`src/rtl/rv32i_types.sv`:
```
// rtl/rv32i_types.sv - shared pipeline types and stage-register defaults
package rv32i_types;

  localparam int PIPE_DEPTH_DEFAULT = 2;

  typedef struct packed {
    logic [31:0] pc;
    logic [31:0] instr;
  } if_id_pipeline_reg;

  typedef struct packed {
    logic [31:0] pc;
    logic [31:0] rs1_data;
    logic [31:0] rs2_data;
    logic [31:0] imm;
    logic [4:0]  rd;
    logic        reg_we;
  } id_ex_pipeline_reg;

endpackage

```
`src/rtl/pipe_buf_mem.sv`:
```
// rtl/pipe_buf_mem.sv - DEPTH x WIDTH register array, one write port, async read
module pipe_buf_mem #(
  parameter int WIDTH = 32,
  parameter int DEPTH = 2,
  parameter int AW    = 1
) (
  input  logic             clk,
  input  logic             clear,
  input  logic             we,
  input  logic [AW-1:0]    waddr,
  input  logic [WIDTH-1:0] wdata,
  input  logic [AW-1:0]    raddr,
  output logic [WIDTH-1:0] rdata
);

  logic [WIDTH-1:0] mem [DEPTH];

  always_ff @(posedge clk or posedge clear) begin
    if (clear) begin
      for (int i = 0; i < DEPTH; i++) mem[i] <= '0;
    end else if (we) begin
      mem[waddr] <= wdata;
    end
  end

  assign rdata = mem[raddr];

endmodule

```
`src/rtl/pipe_stage_elastic.sv`:
```
// rtl/pipe_stage_elastic.sv - handshaked in-order pipeline stage register with flush
module pipe_stage_elastic
  import rv32i_types::*;
#(
  parameter int WIDTH       = 32,
  parameter int DEPTH       = PIPE_DEPTH_DEFAULT,
  parameter bit ZERO_BUBBLE = 1'b1
) (
  input  logic                       clk,
  input  logic                       rst,
  input  logic                       flush,
  input  logic                       in_valid,
  output logic                       in_ready,
  input  logic [WIDTH-1:0]           in_data,
  output logic                       out_valid,
  input  logic                       out_ready,
  output logic [WIDTH-1:0]           out_data,
  output logic [$clog2(DEPTH+1)-1:0] count
);

  localparam int CW = $clog2(DEPTH + 1);
  localparam int PW = (DEPTH > 1) ? $clog2(DEPTH) : 1;
  localparam logic [CW-1:0] FULL = CW'(DEPTH);
  localparam logic [PW-1:0] LAST = PW'(DEPTH - 1);

  logic [PW-1:0]    wr_ptr, rd_ptr, wr_ptr_next, rd_ptr_next;
  logic [CW-1:0]    count_next;
  logic             push, pop;
  logic [WIDTH-1:0] head;

  // Explicit wrap so non-power-of-2 depths cycle through exactly DEPTH slots
  function automatic logic [PW-1:0] wrap_inc(input logic [PW-1:0] p);
    return (p == LAST) ? '0 : p + PW'(1);
  endfunction

  assign out_valid = (count != '0);
  assign push      = in_valid & in_ready & ~flush;
  assign pop       = out_valid & out_ready & ~flush;

  always_comb begin
    count_next  = count;
    wr_ptr_next = wr_ptr;
    rd_ptr_next = rd_ptr;
    if (flush) begin
      count_next  = '0;
      wr_ptr_next = '0;
      rd_ptr_next = '0;
    end else begin
      if (push) wr_ptr_next = wrap_inc(wr_ptr);
      if (pop)  rd_ptr_next = wrap_inc(rd_ptr);
      if (push && !pop)      count_next = count + CW'(1);
      else if (pop && !push) count_next = count - CW'(1);
    end
  end

  // in_ready is a flop so upstream never sees a path from out_ready
  always_ff @(posedge clk or posedge rst) begin
    if (rst) begin
      count    <= '0;
      wr_ptr   <= '0;
      rd_ptr   <= '0;
      in_ready <= 1'b1;
    end else begin
      count    <= count_next;
      wr_ptr   <= wr_ptr_next;
      rd_ptr   <= rd_ptr_next;
      in_ready <= (count_next < FULL);
    end
  end

  pipe_buf_mem #(
    .WIDTH (WIDTH),
    .DEPTH (DEPTH),
    .AW    (PW)
  ) u_mem (
    .clk   (clk),
    .clear (rst),
    .we    (push),
    .waddr (wr_ptr),
    .wdata (in_data),
    .raddr (rd_ptr),
    .rdata (head)
  );

  assign out_data = (ZERO_BUBBLE && !out_valid) ? '0 : head;

endmodule

```
`config.mk`:
```
export PLATFORM = sky130hd
export DESIGN_NAME = pipe_stage_elastic
export DESIGN_NICKNAME = d
export VERILOG_FILES = /design/src/rtl/rv32i_types.sv /design/src/rtl/pipe_buf_mem.sv /design/src/rtl/pipe_stage_elastic.sv
export SDC_FILE = /design/constraint.sdc
export NUM_CORES = 1
export LEC_CHECK = 0
export ABC_AREA = 1
export BUFFER_PORTS_ARGS = -buffer_cell sky130_fd_sc_hd__buf_4
export CAP_MARGIN = 20
export CORE_AREA = 2 2 99 101
export CTS_BUF_LIST = sky130_fd_sc_hd__clkbuf_4 sky130_fd_sc_hd__clkbuf_8
export DETAILED_ROUTE_END_ITERATION = 12
export DIE_AREA = 0 0 101 103
export MAX_ROUTING_LAYER = met4
export SYNTH_ARGS = -nofsm -noshare
export SYNTH_HDL_FRONTEND = slang
export SYNTH_SLANG_ARGS = --single-unit
```
`constraint.sdc`:
```
create_clock -name clk -period 4.9 [get_ports clk]
set_input_delay 0.49 -clock clk [delete_from_list [all_inputs] [get_ports clk]]
set_output_delay 0.49 -clock clk [all_outputs]
set_load 0.05 [all_outputs]
```
==> results of run 1 <==
-- cell families after synthesis --
kind of cell	Yosys count	share of synthesized area, %
adders and majority gates	1	0.391
DFF	69	54.0
buffers and inverters	66	9.42
AOI/OAI and AO/OA	99	18.2
and+or+nand+nor	146	18.0
-- report_power, final --
group          internal [mW]  switching, mW
combinational          0.187          0.373
clock                  0.282          0.208
sequential             0.731         0.0804
-- per-stage QoR --
step / utilization [%] / worst slack (ns) / std cells / power, mW
floorplan: - / 1.88 / 381 / 1.23
global placement: 39.9 / 2.49 / 548 / 1.37
detailed placement: 39.9 / 2.43 / 548 / 1.39
CTS: 42.1 / 2.02 / 564 / 1.89
global route: 42.1 / 1.79 / 564 / 1.98
finish: 42.1 / 2.08 / 564 / 1.86
-- layer usage --
metal | vias up | part of all wire [%] | GRT usage, %
li1 | 1329 | - | -
met1 | 1173 | 46 | 18.4
met2 | 54 | 49 | 24.4
met3 | 9 | 4.0 | 2.58
met4 | 0 | 1.7 | 6.86
met5 | - | 0 | -
-- path summary, 6_finish.rpt --
check,startpoint,end,slack (ns),cells past startpoint
max,count[0],out_data[8],2.08,6
min,in_data[2],u_mem.mem[34],0.41,3
max reg2reg,in_ready,u_mem.mem[53],3.00,6
min reg2reg,u_mem.mem[49],u_mem.mem[49],0.48,2
max in group asynchronous,rst,u_mem.mem[32],3.95,3
min in group asynchronous,rst,u_mem.mem[11],0.42,3
-- worst register-to-register path: cells and delay by family, from the launching register on --
kind	cells	cell delay [ns]
simple gates	4	0.75
compound gates	1	0.05
buf+inv	1	0.44
flops	1	0.54
-- area by class of cell --
type	instances	area [um^2]
timing repair buffer	75	563
sequential	69	1730
multi-input combinational	246	1170
fill	984	5470
inverter	44	165
clock inverter	3	42.5
clock buffer	13	173
tap	114	143
-- flip-flops by register name, summed over array words and instances, names as in the netlist --
register and flops:
count 2, in_ready 1, rd_ptr 1, u_mem.mem 64, wr_ptr 1
-- cell usage in the layout, fill, tap and decap left out, types with 2 or more instances in the layout --
master / instances
o21ai_2: 23
clkbuf_8: 12
inv_1: 42
nand2_2: 2
dfrtp_1: 68
a21oi_1: 2
nor2_1: 66
nand3_1: 5
o21ai_1: 23
o21ai_0: 51
buf_4: 75
nand2_1: 70
-- synthesized netlist by cell type (all sizes together) --
library cell	count	share of area, %
a21oi	2	0.31
inv	43	5.0
nor2	67	8.1
nand4	1	0.20
nand3	5	0.78
dfrtp	68	53
ha	1	0.39
clkinv	1	0.12
clkbuf	11	1.4
buf	11	2.9
nand2	73	9.0
dfstp	1	0.82
o21ai	97	18
==> key figures, run 1 <==
Clocking
  • TritonCTS Buffers: 9
  • Worst skew pair latency: 0.34 ns
  • Worst-path clk slew: 0.07 ns
  • H-tree levels: 3
  • CTS tree: done
  • Clk buf depth: 2
  • Hold_buf cts: 0
  • PostCTS Resize Cnt: 0
  • Root buffer cell: clkbuf_8
  • Post-CTS Repair Setup Buffers: 0
  • Clock sinks: 69

Cells and area
  • ANT cells: 0
  • Fin nets: 483
  • Finished Cell Area: 3990 um^2
  • Area growth syn-to-layout: 24.5%
  • Layout cell share with drive strength beyond 1: 26.7%

Placed design
  • HPWL after DPL: 4420 um
  • Port Buffer Count: 72
  • Placed cell area: 3770 um^2
  • GP Congestion: 0.777

GRT
  • Total gr overflow: 0
  • Initial antenna violation count: 0
  • Vias in the first global route: 2524
  • Total global-route track usage: 15.0%
  • Largest net degree at the start of global routing: 70
  • First-pass GRT wire length: 11800 um

Detailed routing
  • Drc violations: 0
  • Post-DR vias/cell: 4.55
  • 1st-iter DRT viols: 137
  • Vias: 2565
  • Final Routed Wirelength: 7050 um
  • DR WL/cell: 12.5 um
  • Drt first pass iters: 4
  • ANT nets after route: 0

Timing
  • Setup tns final: 0 ns
  • Slew Viols, Final: 0
  • RSZ-0062 raised after global routing: no
  • Final setup fails: 0
  • Max Freq: 354 MHz
  • Tcrit/Tclk final: 57.6%
  • Tmin final: 2.82 ns
  • Hold Slack: 0.415 ns
  • Rel. slew slack: 33.5%
  • Final Hold Vio Count: 0
  • Worst Tran Pin Value: 0.991 ns
  • Clock skew: 0.00787 ns

Floorplanning
  • Die ar.: 10400 um^2
  • Site Rows: 36
  • Core area: 9460 um^2
  • IO Count: 73
  • Starting Density: 33.8%
  • Chip height: 103 um
  • Die Wd: 101 um

Critical path
  • Crit path max-delay cell type: inv_1
  • Critical path class: flop to primary output
  • Critical-path cell list: inv_1 > ha_1 > inv_1 > o21ai_0 > nor2_1 > buf_4
  • CP required: 4.41 ns
  • Slowest stage delay, CP: 0.71 ns
  • Crit-path max FO: 33
  • CP arrival: 2.33 ns
  • Crit path max-delay family: buffers and inverters
  • Most frequent CP cell: inv_1
  • Element type at the critical path start: flop
  • CP bufs+invs: 3
  • Setup crit end kind: primary output

Logic synthesis
  • Yosys reg bits: 69
  • Mapped Nets: 419
  • Seq/Total Area, Yosys: 54.0%
  • Syn Inst Count: 381
  • Syn avg cell area: 8.40 um^2
  • Synth cell types: 20
  • Yosys Warn Count: 0
  • Post-Syn Area: 3200 um^2

Run
  • Max_cap viols: 0

Power and ir drop
  • PD cells: 467 nW/um^2
  • Peak VDD IR: 0.164 mV
  • Leak pwr: 2.14 nW

Status
  • Status: finished, final reports clean

Worst hold path
  • Class of the worst hold path: primary input to flop
No activity file was read; power rests on OpenSTA's default activity.
==> run 2: changes to the inputs <==
- ABC_AREA: 1 -> 0
- CORE_AREA: 2 2 99 101 -> 2 2 100 102
- DIE_AREA: 0 0 101 103 -> 0 0 102 104
- clock period: 4.9 -> 2.5 ns (I/O delays scaled with it)
==> run 2 against run 1 <==
Against the previous run: sequential power up 150%; the run now ends with hold timing left; largest cell class unchanged; synthesized cell count down 39%; via count down 21%; critical path depth down 2; non-clock buffer count up 3; global-route usage down 1.2 points; final cell count down 21%; setup slack worse by 1.6 ns; utilization up 1.2 points.
==> key figures, run 2 <==
Timing
  • Final setup fails: 0 (unchanged)
  • Setup tns final: 0 ns (unchanged)
  • Slew Viols, Final: 0 (unchanged)
  • Final Hold Vio Count: 16 (+16)
  • Rel. slew slack: 55.3% (+22 points)
  • Tmin final: 2.01 ns
  • Hold Slack: -0.00689 ns (-0.422 ns)
  • Clock skew: 0.00640 ns (-0.00147 ns)
  • Max Freq: 498 MHz
  • RSZ-0062 raised after global routing: no
  • Worst Tran Pin Value: 0.669 ns (-0.322 ns)
  • Tcrit/Tclk final: 80.3%

Cells and area
  • Largest register FFs: 64 (unchanged)
  • Layout cell share with drive strength beyond 1: 52.6% (+26 points)
  • Finished Cell Area: 4140 um^2 (+3.8%)
  • Reg with most FFs: u_mem.mem
  • Commonest non-fill, non-tap cells in the layout: buf_4, dfrtp_1, nor2_1
  • Fin nets: 346 (-28%)
  • # fillers: 926 (-5.9%)
  • Register Area: 1730 um^2 (about the same)
  • ANT cells: 0 (unchanged)
  • Regs by FF count: u_mem.mem (64), count (2)
  • Multi-input gate area: 1430 um^2 (+22%)
  • Area growth syn-to-layout: 25.7%
  • Most common cell after layout, fill and taps aside: buf_4

Logic synthesis
  • Post-Syn Area: 3290 um^2 (+2.8%)
  • Largest family of logic cells by synthesized area: multiplexers
  • Post-synth ARST share: 100% (unchanged)
  • Commonest cells in the synthesized netlist: dfrtp_1, nor2_1, mux2_2
  • Number of flops mapped to enable cells by yosys: 0 (unchanged)
  • Top-count cell post-synth: dfrtp_1
  • Post-Synth Adder-Cell Area: 0.380% (-0.011 points)
  • Share of the synthesized area in the top cell type: 51.7% (-1.4 points)
  • Yosys reg bits: 69 (unchanged)
  • Syn avg cell area: 14.1 um^2 (+68%)
  • Top FF cell, synth: dfrtp_1
  • Yosys Warn Count: 0 (unchanged)
  • Post-synthesis compound-gate area fraction: 0.913% (-17 points)
  • Synth cell types: 24 (+20%)
  • Area share of xor/xnor cells in the synthesized design: 0.799% (+0.80 points)
  • Mapped Nets: 271 (-35%)
  • Top cells by area, synth: dfrtp_1, mux2_4, mux2_2
  • Yosys top cell by area: dfrtp_1
  • Seq/Total Area, Yosys: 52.5% (-1.5 points)
  • Mux cell area share after synthesis: 35.8% (+36 points)
  • Post-Synth Simple-Gate Area: 5.59% (-12 points)
  • Syn Inst Count: 233 (-39%)

Placed design
  • HPWL after DPL: 4330 um (-1.9%)
  • Port Buffer Count: 72 (unchanged)
  • GP Congestion: 0.743 (-4.4%)
  • Placed cell area: 3950 um^2 (+4.8%)

Critical path
  • Crit-path max FO: 21 (-36%)
  • Critical path class: flop to primary output
  • CP required: 2.25 ns (-2.16 ns)
  • Setup crit end kind: primary output
  • CP arrival: 1.76 ns (-0.57 ns)
  • Element type at the critical path start: flop

Clocking
  • H-tree levels: 3 (unchanged)
  • PostCTS Resize Cnt: 0 (unchanged)
  • Worst skew pair latency: 0.34 ns (about the same)
  • Clock sinks: 69 (unchanged)
  • Post-CTS Repair Setup Buffers: 0 (unchanged)
  • Clk buf depth: 2 (unchanged)
  • Worst-path clk slew: 0.07 ns (about the same)
  • CTS tree: done
  • Hold_buf cts: 0 (unchanged)
  • TritonCTS Buffers: 9 (unchanged)
  • Root buffer cell: clkbuf_8

Power and ir drop
  • Leak pwr: 1.97 nW (-8.0%)
  • Peak VDD IR: 0.624 mV (+280%)
  • PD cells: 1520 nW/um^2 (+230%)

Detailed routing
  • Final Routed Wirelength: 6710 um (-4.9%)
  • Drt first pass iters: 4 (unchanged)
  • DR WL/cell: 15.1 um (+21%)
  • Top layer in use: met4
  • M1 wire length: 3150 um (-2.2%)
  • Routed met2 length: 3130 um (-8.7%)
  • Post-DR vias/cell: 4.57 (+0.41%)
  • Met3 wire length: 344 um (+22%)
  • ANT nets after route: 0 (unchanged)
  • 1st-iter DRT viols: 65 (-53%)
  • Drc violations: 0 (unchanged)
  • Vias: 2032 (-21%)

Floorplanning
  • Starting Density: 34.4% (+0.61 points)
  • Site Rows: 36 (unchanged)
  • Die ar.: 10600 um^2 (+2.0%)
  • Die Wd: 102 um (+0.99%)
  • Core area: 9550 um^2 (+0.95%)
  • IO Count: 73 (unchanged)
  • Chip height: 104 um (+0.97%)

GRT
  • Initial antenna violation count: 0 (unchanged)
  • Vias in the first global route: 2121 (-16%)
  • Largest net degree at the start of global routing: 70 (unchanged)
  • First-pass GRT wire length: 11000 um (-6.9%)
  • Total gr overflow: 0 (unchanged)
  • Total global-route track usage: 13.8% (-1.2 points)

Status
  • Failing checks: hold timing
  • Status: finished with violations

Worst hold path
  • Class of the worst hold path: primary input to asynchronous set/reset pin

Run
  • Max_cap viols: 0 (unchanged)
==> run 2: cell types whose count changed in the layout (fill, tap and decap cells not counted), sizes merged, moves of 3 or more <==
cell,previous run,this run
nand3,5,0
o21ai,97,0
inv,43,4
mux2,0,66
mux2i,0,32
nor2,67,34
buf,75,78
nand2,73,2
==> run 2: per-stage QoR <==
stage	power, mW	instances	utilization [%]	setup slack [ns]
floorplan	4.56	233	-	0.260
global placement	5.43	430	41.4	0.775
detailed placement	5.49	430	41.4	0.771
CTS	6.36	445	43.3	0.448
global route	6.67	445	43.3	0.370
finish	6.28	445	43.3	0.493
==> run 2: cells by family (layout without fill, tap and decap cells) <==
kind of cell,count (synthesis),in the layout
xor+xnor,3,3
fa+ha+maj,1,1
mux,98,98
buf+inv,18,97
flops,69,69
compound gates,4,4
simple gates,40,40
==> run 2: worst max-delay path, cell delays in order, from the launching register on <==
cell and delay (ns):
dfrtp_2 0.66, buf_12 0.26, mux2i_1 0.22, nor2_1 0.06, buf_4 0.19
==> run 2: layer usage <==
metal,GRT usage [%],vias up
met4,4.86,0
met3,3.63,6
met5,-,-
met1,18.6,1024
met2,20.1,53
li1,-,949
==> run 2: final cells by class <==
class,instances,area share (%)
sequential,69,41.8
multi-input combinational,146,34.6
timing repair buffer,78,14.8
clock buffer,14,4.36
tap,133,4.02
inverter,4,0.363
clock inverter,1,0.121
==> run 2: worst paths after layout <==
path | end | slack, ns | startpoint | depth (start not counted)
max in group asynchronous | in_ready | 2.18 | rst | 3
min in group clk | rd_ptr | 0.14 | flush | 2
worst min-delay path | u_mem.mem[10] | -0.007 | rst | 3
worst min register to register | u_mem.mem[53] | 0.49 | u_mem.mem[53] | 1
worst max-delay path | out_data[1] | 0.49 | rd_ptr | 4
worst max register to register | u_mem.mem[12] | 0.78 | in_ready | 3
==> run 2: report_power, final <==
group	switching (mW)	internal [mW]	total (mW)	leakage [nW]
clock	0.389	0.458	0.846	0.0994
combinational	2.01	1.41	3.42	1.04
sequential	0.338	1.68	2.01	0.825
total	2.74	3.54	6.28	1.97
